<file path="src/rtl/mux_arb_pkg.sv">
// Shared definitions for the mux request arbiter.
//   state_t          : sequencer state encoding
//   OP_W / SEL_W     : engine operand and select widths
//   DEFAULT_TIMEOUT  : default number of WAIT cycles before an error response
package mux_arb_pkg;

  typedef enum logic [1:0] {
    ST_IDLE  = 2'd0,
    ST_ISSUE = 2'd1,
    ST_WAIT  = 2'd2,
    ST_RESP  = 2'd3
  } state_t;

  localparam int OP_W            = 4;
  localparam int SEL_W           = 2;
  localparam int OPS_W           = 4 * OP_W;
  localparam int DEFAULT_TIMEOUT = 15;

endpackage

</file>
<file path="src/rtl/rr_pick.sv">
// Combinational round-robin picker.
//   req     : per-client request vector
//   ptr     : client with highest priority this round
//   winner  : first requesting client scanning upward from ptr, wrapping
//   any_req : at least one request is present
module rr_pick #(
  parameter int N     = 4,
  parameter int IDX_W = $clog2(N)
) (
  input  logic [N-1:0]     req,
  input  logic [IDX_W-1:0] ptr,
  output logic [IDX_W-1:0] winner,
  output logic             any_req
);

  logic [IDX_W-1:0] idx;

  // Scan from the farthest offset down so the closest requester to ptr
  // is the last assignment and therefore wins.
  always_comb begin
    winner  = '0;
    any_req = 1'b0;
    idx     = '0;
    for (int i = N - 1; i >= 0; i--) begin
      idx = IDX_W'((int'(ptr) + i) % N);
      if (req[idx]) begin
        winner  = idx;
        any_req = 1'b1;
      end
    end
  end

endmodule

</file>
<file path="src/rtl/mux_req_arbiter.sv">
// Round-robin sequencer sharing one mux_4to1_4bit engine among N clients.
//   clk, rst_n          : clock, async active-low reset
//   req/req_ops/req_sel : client requests, operands {i3,i2,i1,i0}, selects
//   gnt                 : one-hot accept pulse
//   rsp_vld/rsp_y/rsp_err : one-hot response pulse, result, timeout flag
//   busy                : sequencer not idle
//   eng_*               : engine request (i_vld, operands, sel) and result
//
// state    | meaning
// ---------+--------------------------------------------------------
// ST_IDLE  | waiting for any request; arbitrates and latches winner
// ST_ISSUE | gnt and eng_i_vld visible; advance round-robin pointer
// ST_WAIT  | waiting for eng_o_vld, timer counts up to TIMEOUT
// ST_RESP  | rsp_vld/rsp_y/rsp_err visible for the winner
module mux_req_arbiter
  import mux_arb_pkg::*;
#(
  parameter int N       = 4,
  parameter int TIMEOUT = DEFAULT_TIMEOUT
) (
  input  logic                clk,
  input  logic                rst_n,
  input  logic [N-1:0]        req,
  input  logic [OPS_W*N-1:0]  req_ops,
  input  logic [SEL_W*N-1:0]  req_sel,
  output logic [N-1:0]        gnt,
  output logic [N-1:0]        rsp_vld,
  output logic [OP_W-1:0]     rsp_y,
  output logic                rsp_err,
  output logic                busy,
  output logic                eng_i_vld,
  output logic [OP_W-1:0]     eng_i0,
  output logic [OP_W-1:0]     eng_i1,
  output logic [OP_W-1:0]     eng_i2,
  output logic [OP_W-1:0]     eng_i3,
  output logic [SEL_W-1:0]    eng_sel,
  input  logic [OP_W-1:0]     eng_y,
  input  logic                eng_o_vld
);

  localparam int IDX_W = $clog2(N);

  state_t           state;
  logic [IDX_W-1:0] ptr;
  logic [IDX_W-1:0] win;
  logic [7:0]       timer;
  logic [IDX_W-1:0] pick;
  logic             any_req;
  logic [OPS_W-1:0] pick_ops;
  logic [SEL_W-1:0] pick_sel;

  rr_pick #(.N(N), .IDX_W(IDX_W)) u_pick (
    .req     (req),
    .ptr     (ptr),
    .winner  (pick),
    .any_req (any_req)
  );

  always_comb begin
    pick_ops = '0;
    pick_sel = '0;
    for (int k = 0; k < N; k++) begin
      if (int'(pick) == k) begin
        pick_ops = req_ops[k*OPS_W +: OPS_W];
        pick_sel = req_sel[k*SEL_W +: SEL_W];
      end
    end
  end

  function automatic logic [N-1:0] onehot(input logic [IDX_W-1:0] idx);
    logic [N-1:0] r;
    r = '0;
    for (int k = 0; k < N; k++) begin
      if (int'(idx) == k) r[k] = 1'b1;
    end
    return r;
  endfunction

  assign busy = (state != ST_IDLE);

  always_ff @(posedge clk or negedge rst_n) begin
    if (!rst_n) begin
      state     <= ST_IDLE;
      ptr       <= '0;
      win       <= '0;
      timer     <= '0;
      gnt       <= '0;
      rsp_vld   <= '0;
      rsp_y     <= '0;
      rsp_err   <= 1'b0;
      eng_i_vld <= 1'b0;
      eng_i0    <= '0;
      eng_i1    <= '0;
      eng_i2    <= '0;
      eng_i3    <= '0;
      eng_sel   <= '0;
    end else begin
      // Pulses default low; eng_i*/eng_sel and rsp_y hold between requests.
      gnt       <= '0;
      eng_i_vld <= 1'b0;
      rsp_vld   <= '0;
      case (state)
        ST_IDLE: begin
          if (any_req) begin
            win       <= pick;
            gnt       <= onehot(pick);
            eng_i_vld <= 1'b1;
            eng_i0    <= pick_ops[0*OP_W +: OP_W];
            eng_i1    <= pick_ops[1*OP_W +: OP_W];
            eng_i2    <= pick_ops[2*OP_W +: OP_W];
            eng_i3    <= pick_ops[3*OP_W +: OP_W];
            eng_sel   <= pick_sel;
            state     <= ST_ISSUE;
          end
        end
        ST_ISSUE: begin
          timer <= '0;
          ptr   <= (int'(win) == N - 1) ? '0 : win + 1'b1;
          state <= ST_WAIT;
        end
        ST_WAIT: begin
          // A result arriving on the terminal timer cycle still counts.
          if (eng_o_vld) begin
            rsp_y   <= eng_y;
            rsp_err <= 1'b0;
            rsp_vld <= onehot(win);
            state   <= ST_RESP;
          end else if (timer == 8'(TIMEOUT)) begin
            rsp_y   <= '0;
            rsp_err <= 1'b1;
            rsp_vld <= onehot(win);
            state   <= ST_RESP;
          end else begin
            timer <= timer + 8'd1;
          end
        end
        ST_RESP: begin
          state <= ST_IDLE;
        end
        default: begin
          state <= ST_IDLE;
        end
      endcase
    end
  end

endmodule

</file>
<file path="config.mk">
export PLATFORM = sky130hd
export DESIGN_NAME = mux_req_arbiter
export DESIGN_NICKNAME = d
export VERILOG_FILES = /design/src/rtl/mux_arb_pkg.sv /design/src/rtl/rr_pick.sv /design/src/rtl/mux_req_arbiter.sv
export SDC_FILE = /design/constraint.sdc
export NUM_CORES = 1
export LEC_CHECK = 0
export ABC_AREA = 1
export CORE_ASPECT_RATIO = 1.1
export CORE_MARGIN = 2
export CORE_UTILIZATION = 35
export DETAILED_ROUTE_END_ITERATION = 7
export PLACE_DENSITY = 0.68
export SYNTH_ARGS = -nofsm -noshare
export SYNTH_HDL_FRONTEND = slang
export SYNTH_HIERARCHICAL = 1
export SYNTH_SLANG_ARGS = --single-unit
</file>
<file path="constraint.sdc">
create_clock -name clk -period 2.7 [get_ports clk]
set_clock_uncertainty 0.2 [all_clocks]
set_input_delay 0.54 -clock clk [delete_from_list [all_inputs] [get_ports clk]]
set_output_delay 0.54 -clock clk [all_outputs]
set_load 0.03 [all_outputs]
</file>
==> flow_metrics.env <==
export IMPL_numCtsBuffers=5
export IMPL_worst_skew_pair_late_latency_ps=290
export IMPL_io_buffers=115
export IMPL_wl_per_cell_um=13.1
export IMPL_crit_type="in2reg"
export IMPL_yosysWarnings=6
export IMPL_crit_path_end="eng_i3[1]$_DFFE_PN0P_"
export IMPL_critPathSlowestCell="clkdlybuf4s50_1"
export IMPL_syn_avg_cell_area_um2=7.11
export IMPL_fillers=741
export IMPL_finalCritPeriodShare_pct=91.6
export IMPL_htreeDepth=2
export IMPL_final_area_um2=4090
export IMPL_cts_repair_resize_count=0
export IMPL_die_w_um=87.6
export IMPL_cp_arrival_ps=2500
export IMPL_end_kind="flop"
export IMPL_crit_buf_inv=2
export IMPL_synth_top_family_by_area="simple AND/OR/NAND/NOR gates"
export IMPL_die_h_um=96.0
export IMPL_remaining_drc_errors=0
export IMPL_synthAdderAreaFrac_pct=3.72
export IMPL_timing_critical_path_mode_cell="nand2_1"
export IMPL_p_leak_nw=1.98
export IMPL_start_kind="input port"
export IMPL_clk_path_buf_depth=2
export IMPL_drt_initial_drc_count=102
export IMPL_crit_cells=13
export IMPL_worst_path_max_fanout=18
export IMPL_grtUsageMet3_pct=2.57
export IMPL_synth_cell_types=28
export IMPL_clk_pin_slew_ps=90
export IMPL_crit_path_cell_trace="clkdlybuf4s50_1 -> inv_2 -> o21ai_2 -> nand2_1 -> nand3_2 -> nand2_1 -> nand2_1 -> nand2_1 -> nor2_4 -> nand2_1 -> nand4_1 -> nand2_1 -> nand2_1"
export IMPL_final_hold_violation_count=0
export IMPL_ctsHoldBuffers=0
export IMPL_max_stage_delay_ps=470
export IMPL_synth_compound_area_share_pct=1.25
export IMPL_post_cts_setup_buffers=0
export IMPL_placedCellCount=596
export IMPL_synth_seq_cells=46
export IMPL_r2r_end="eng_i3[1]$_DFFE_PN0P_"
export IMPL_worst_slack_ps=226
export IMPL_drt_first_pass_iters=5
export IMPL_irDropWorstVdd_v=0.000541
export IMPL_worst_slew_pin_slew_ps=693
export IMPL_cts_tree="yes"
export IMPL_drive_gt1_share_pct=8.63
export IMPL_n_antenna_cell=0
export IMPL_cts_root_buf="clkbuf_8"
export IMPL_power_mw=4.83
export IMPL_gr_total_overflow=0
export IMPL_fin_cells=603
export IMPL_placed_cell_area_um2=3980
export IMPL_slew_headroom_pct=53.8
export IMPL_track_usage_pct=18.6
export IMPL_pre_cts_ws_ps=-86.5
export IMPL_start_util_pct=36.0
export IMPL_place_gp_congestion=0.800
export IMPL_rr_startpoint="ptr[0]$_DFFE_PN0P_"
export IMPL_drv_slew=0
export IMPL_rr_worst_depth=13
export IMPL_fmax_mhz=404
export IMPL_rsz0062_at_grt="no"
export IMPL_syn_num_nets=470
export IMPL_antenna_found_initial=0
export IMPL_status="completed"
export IMPL_use_met2_pct=32.3
export IMPL_crit_start="req[3]"
export IMPL_core_area_um2=7470
export IMPL_io_pins=116
export IMPL_final_nets=589
export IMPL_finalSetupViolCount=0
export IMPL_grt_busiest_layer="met2"
export IMPL_grt_pass1_vias=2673
export IMPL_crit_required_ps=2730
export IMPL_drv_cap=0
export IMPL_utilization_pct=54.8
export IMPL_cts_sinks=46
export IMPL_synth_top_cells_by_area="dfrtp_1 43%, nand2_1 27%, nand4_1 4.2%"
export IMPL_synth_area_um2=2690
export IMPL_p_per_area_nw_per_um2=1180
export IMPL_ys_seq_area_share_pct=42.7
export IMPL_synth_xor_area_share_pct=1.30
export IMPL_hold_path_class="in2async"
export IMPL_path_delay_family="simple AND/OR/NAND/NOR gates"
export IMPL_use_met1_pct=24.0
export IMPL_vias=2789
export IMPL_grt_start_max_net_pins=33
export IMPL_yosysTopAreaCell="dfrtp_1"
export IMPL_rows=33
export IMPL_grt_pass1_wl_mm=12.4
export IMPL_die_area_um2=8410
export IMPL_synth_top_cell_area_share_pct=42.7
export IMPL_syn2layout_area_growth_pct=51.9
export IMPL_syn_inst=379
export IMPL_drt_total_wl_mm=7.91
export IMPL_synthMuxAreaShare_pct=0.418
export IMPL_dp_hpwl_mm=6.15
export IMPL_ff2ff_setup_slack_ps=330
export IMPL_synth_simple_area_share_pct=42.8
export IMPL_viasPerCell=4.63
export IMPL_fin_crit_ps=2470
export IMPL_drtAntennaViolNets=0
-- cells by family (layout without fill, tap and decap cells) --
group | count (synthesis) | count (layout)
mux | 1 | 1
xor+xnor | 4 | 4
flops | 46 | 46
simple gates | 269 | 269
compound gates | 6 | 6
buf+inv | 45 | 164
fa+ha+maj | 8 | 8
-- synthesized netlist by cell type --
library cell,number
inv_1,25
buf_4,6
a21oi_1,1
xor2_1,2
buf_6,2
clkbuf_1,2
or2_2,1
nand3_2,3
nand4_1,18
nor2_4,3
o21ai_1,1
dfrtp_1,46
ha_1,8
nor3_1,1
inv_4,1
nand2_2,7
o21ai_0,3
nor2_1,19
buf_1,1
o21ai_2,1
buf_2,1
nor2_2,1
nand3_1,22
mux2_2,1
nand2_1,193
inv_2,7
and2_4,1
xnor2_1,2
-- placed cells by master, fill, tap and decap left out --
cell type	Yosys	final
clkbuf_8	0	6
buf_4	6	7
nor2_2	1	1
o21ai_1	1	1
ha_1	8	8
a21oi_1	1	1
nand3_1	22	22
nor2_4	3	3
nand3_2	3	3
buf_12	0	2
mux2_2	1	1
clkdlybuf4s50_1	0	114
nand4_1	18	18
buf_2	1	1
nor3_1	1	1
dfrtp_1	46	46
xor2_1	2	2
bufinv_16	0	1
nand2_1	193	193
o21ai_2	1	1
nor2_1	19	19
and2_4	1	1
o21ai_0	3	3
inv_4	1	1
xnor2_1	2	2
nand2_2	7	7
or2_2	1	1
inv_2	7	7
inv_1	25	25
-- worst min path at each step --
stage	from	end	slack (ps)
floorplan	rst_n	eng_i0[0]$_DFFE_PN0P_	40
global placement	eng_i3[1]$_DFFE_PN0P_	eng_i3[1]$_DFFE_PN0P_	260
detailed placement	rsp_y[1]$_DFFE_PN0P_	rsp_y[1]$_DFFE_PN0P_	260
CTS	rst_n	timer[3]$_DFFE_PN0P_	120
global route	rst_n	state[1]$_DFFE_PN0P_	140
finish	rst_n	rsp_vld[2]$_DFF_PN0_	90
-- sequential cells by signal, summed over array words and instances (netlist names), 2 cells and up --
register	flops
timer	8
eng_i0	4
eng_i1	4
eng_i2	4
eng_i3	4
gnt	4
rsp_vld	4
rsp_y	4
eng_sel	2
ptr	2
state	2
win	2
-- report_power, final --
part	total, mW	switching, mW	internal, mW
logic	3.17	1.94	1.23
registers	1.14	0.178	0.958
clock network	0.519	0.223	0.296
total	4.83	2.34	2.49
-- layer usage --
metal	routed length, um	vias to the layer above
li1	-	1409
met1	3400	1296
met2	4120	76
met3	250	8
met4	136	0
met5	0	-
-- through the flow --
step	hold WS [ps]	TNS [ps]
finish	85.2	0
global route	144	0
CTS	118	0
detailed placement	265	-898
global placement	263	-44.0
floorplan	44.4	0
-- cell type report --
type                            count  area, um^2  share of cell area, %
Inverter                           33         126                   3.09
Clock inverter                      1        30.0                  0.734
Tap cell                          105         131                   3.21
Clock buffer                        6        82.6                   2.02
Timing Repair Buffer              124        1240                   30.3
Sequential cell                    46        1150                   28.1
Multi-Input combinational cell    288        1330                   32.6
Note: power is estimated with default switching activity, not from simulation.
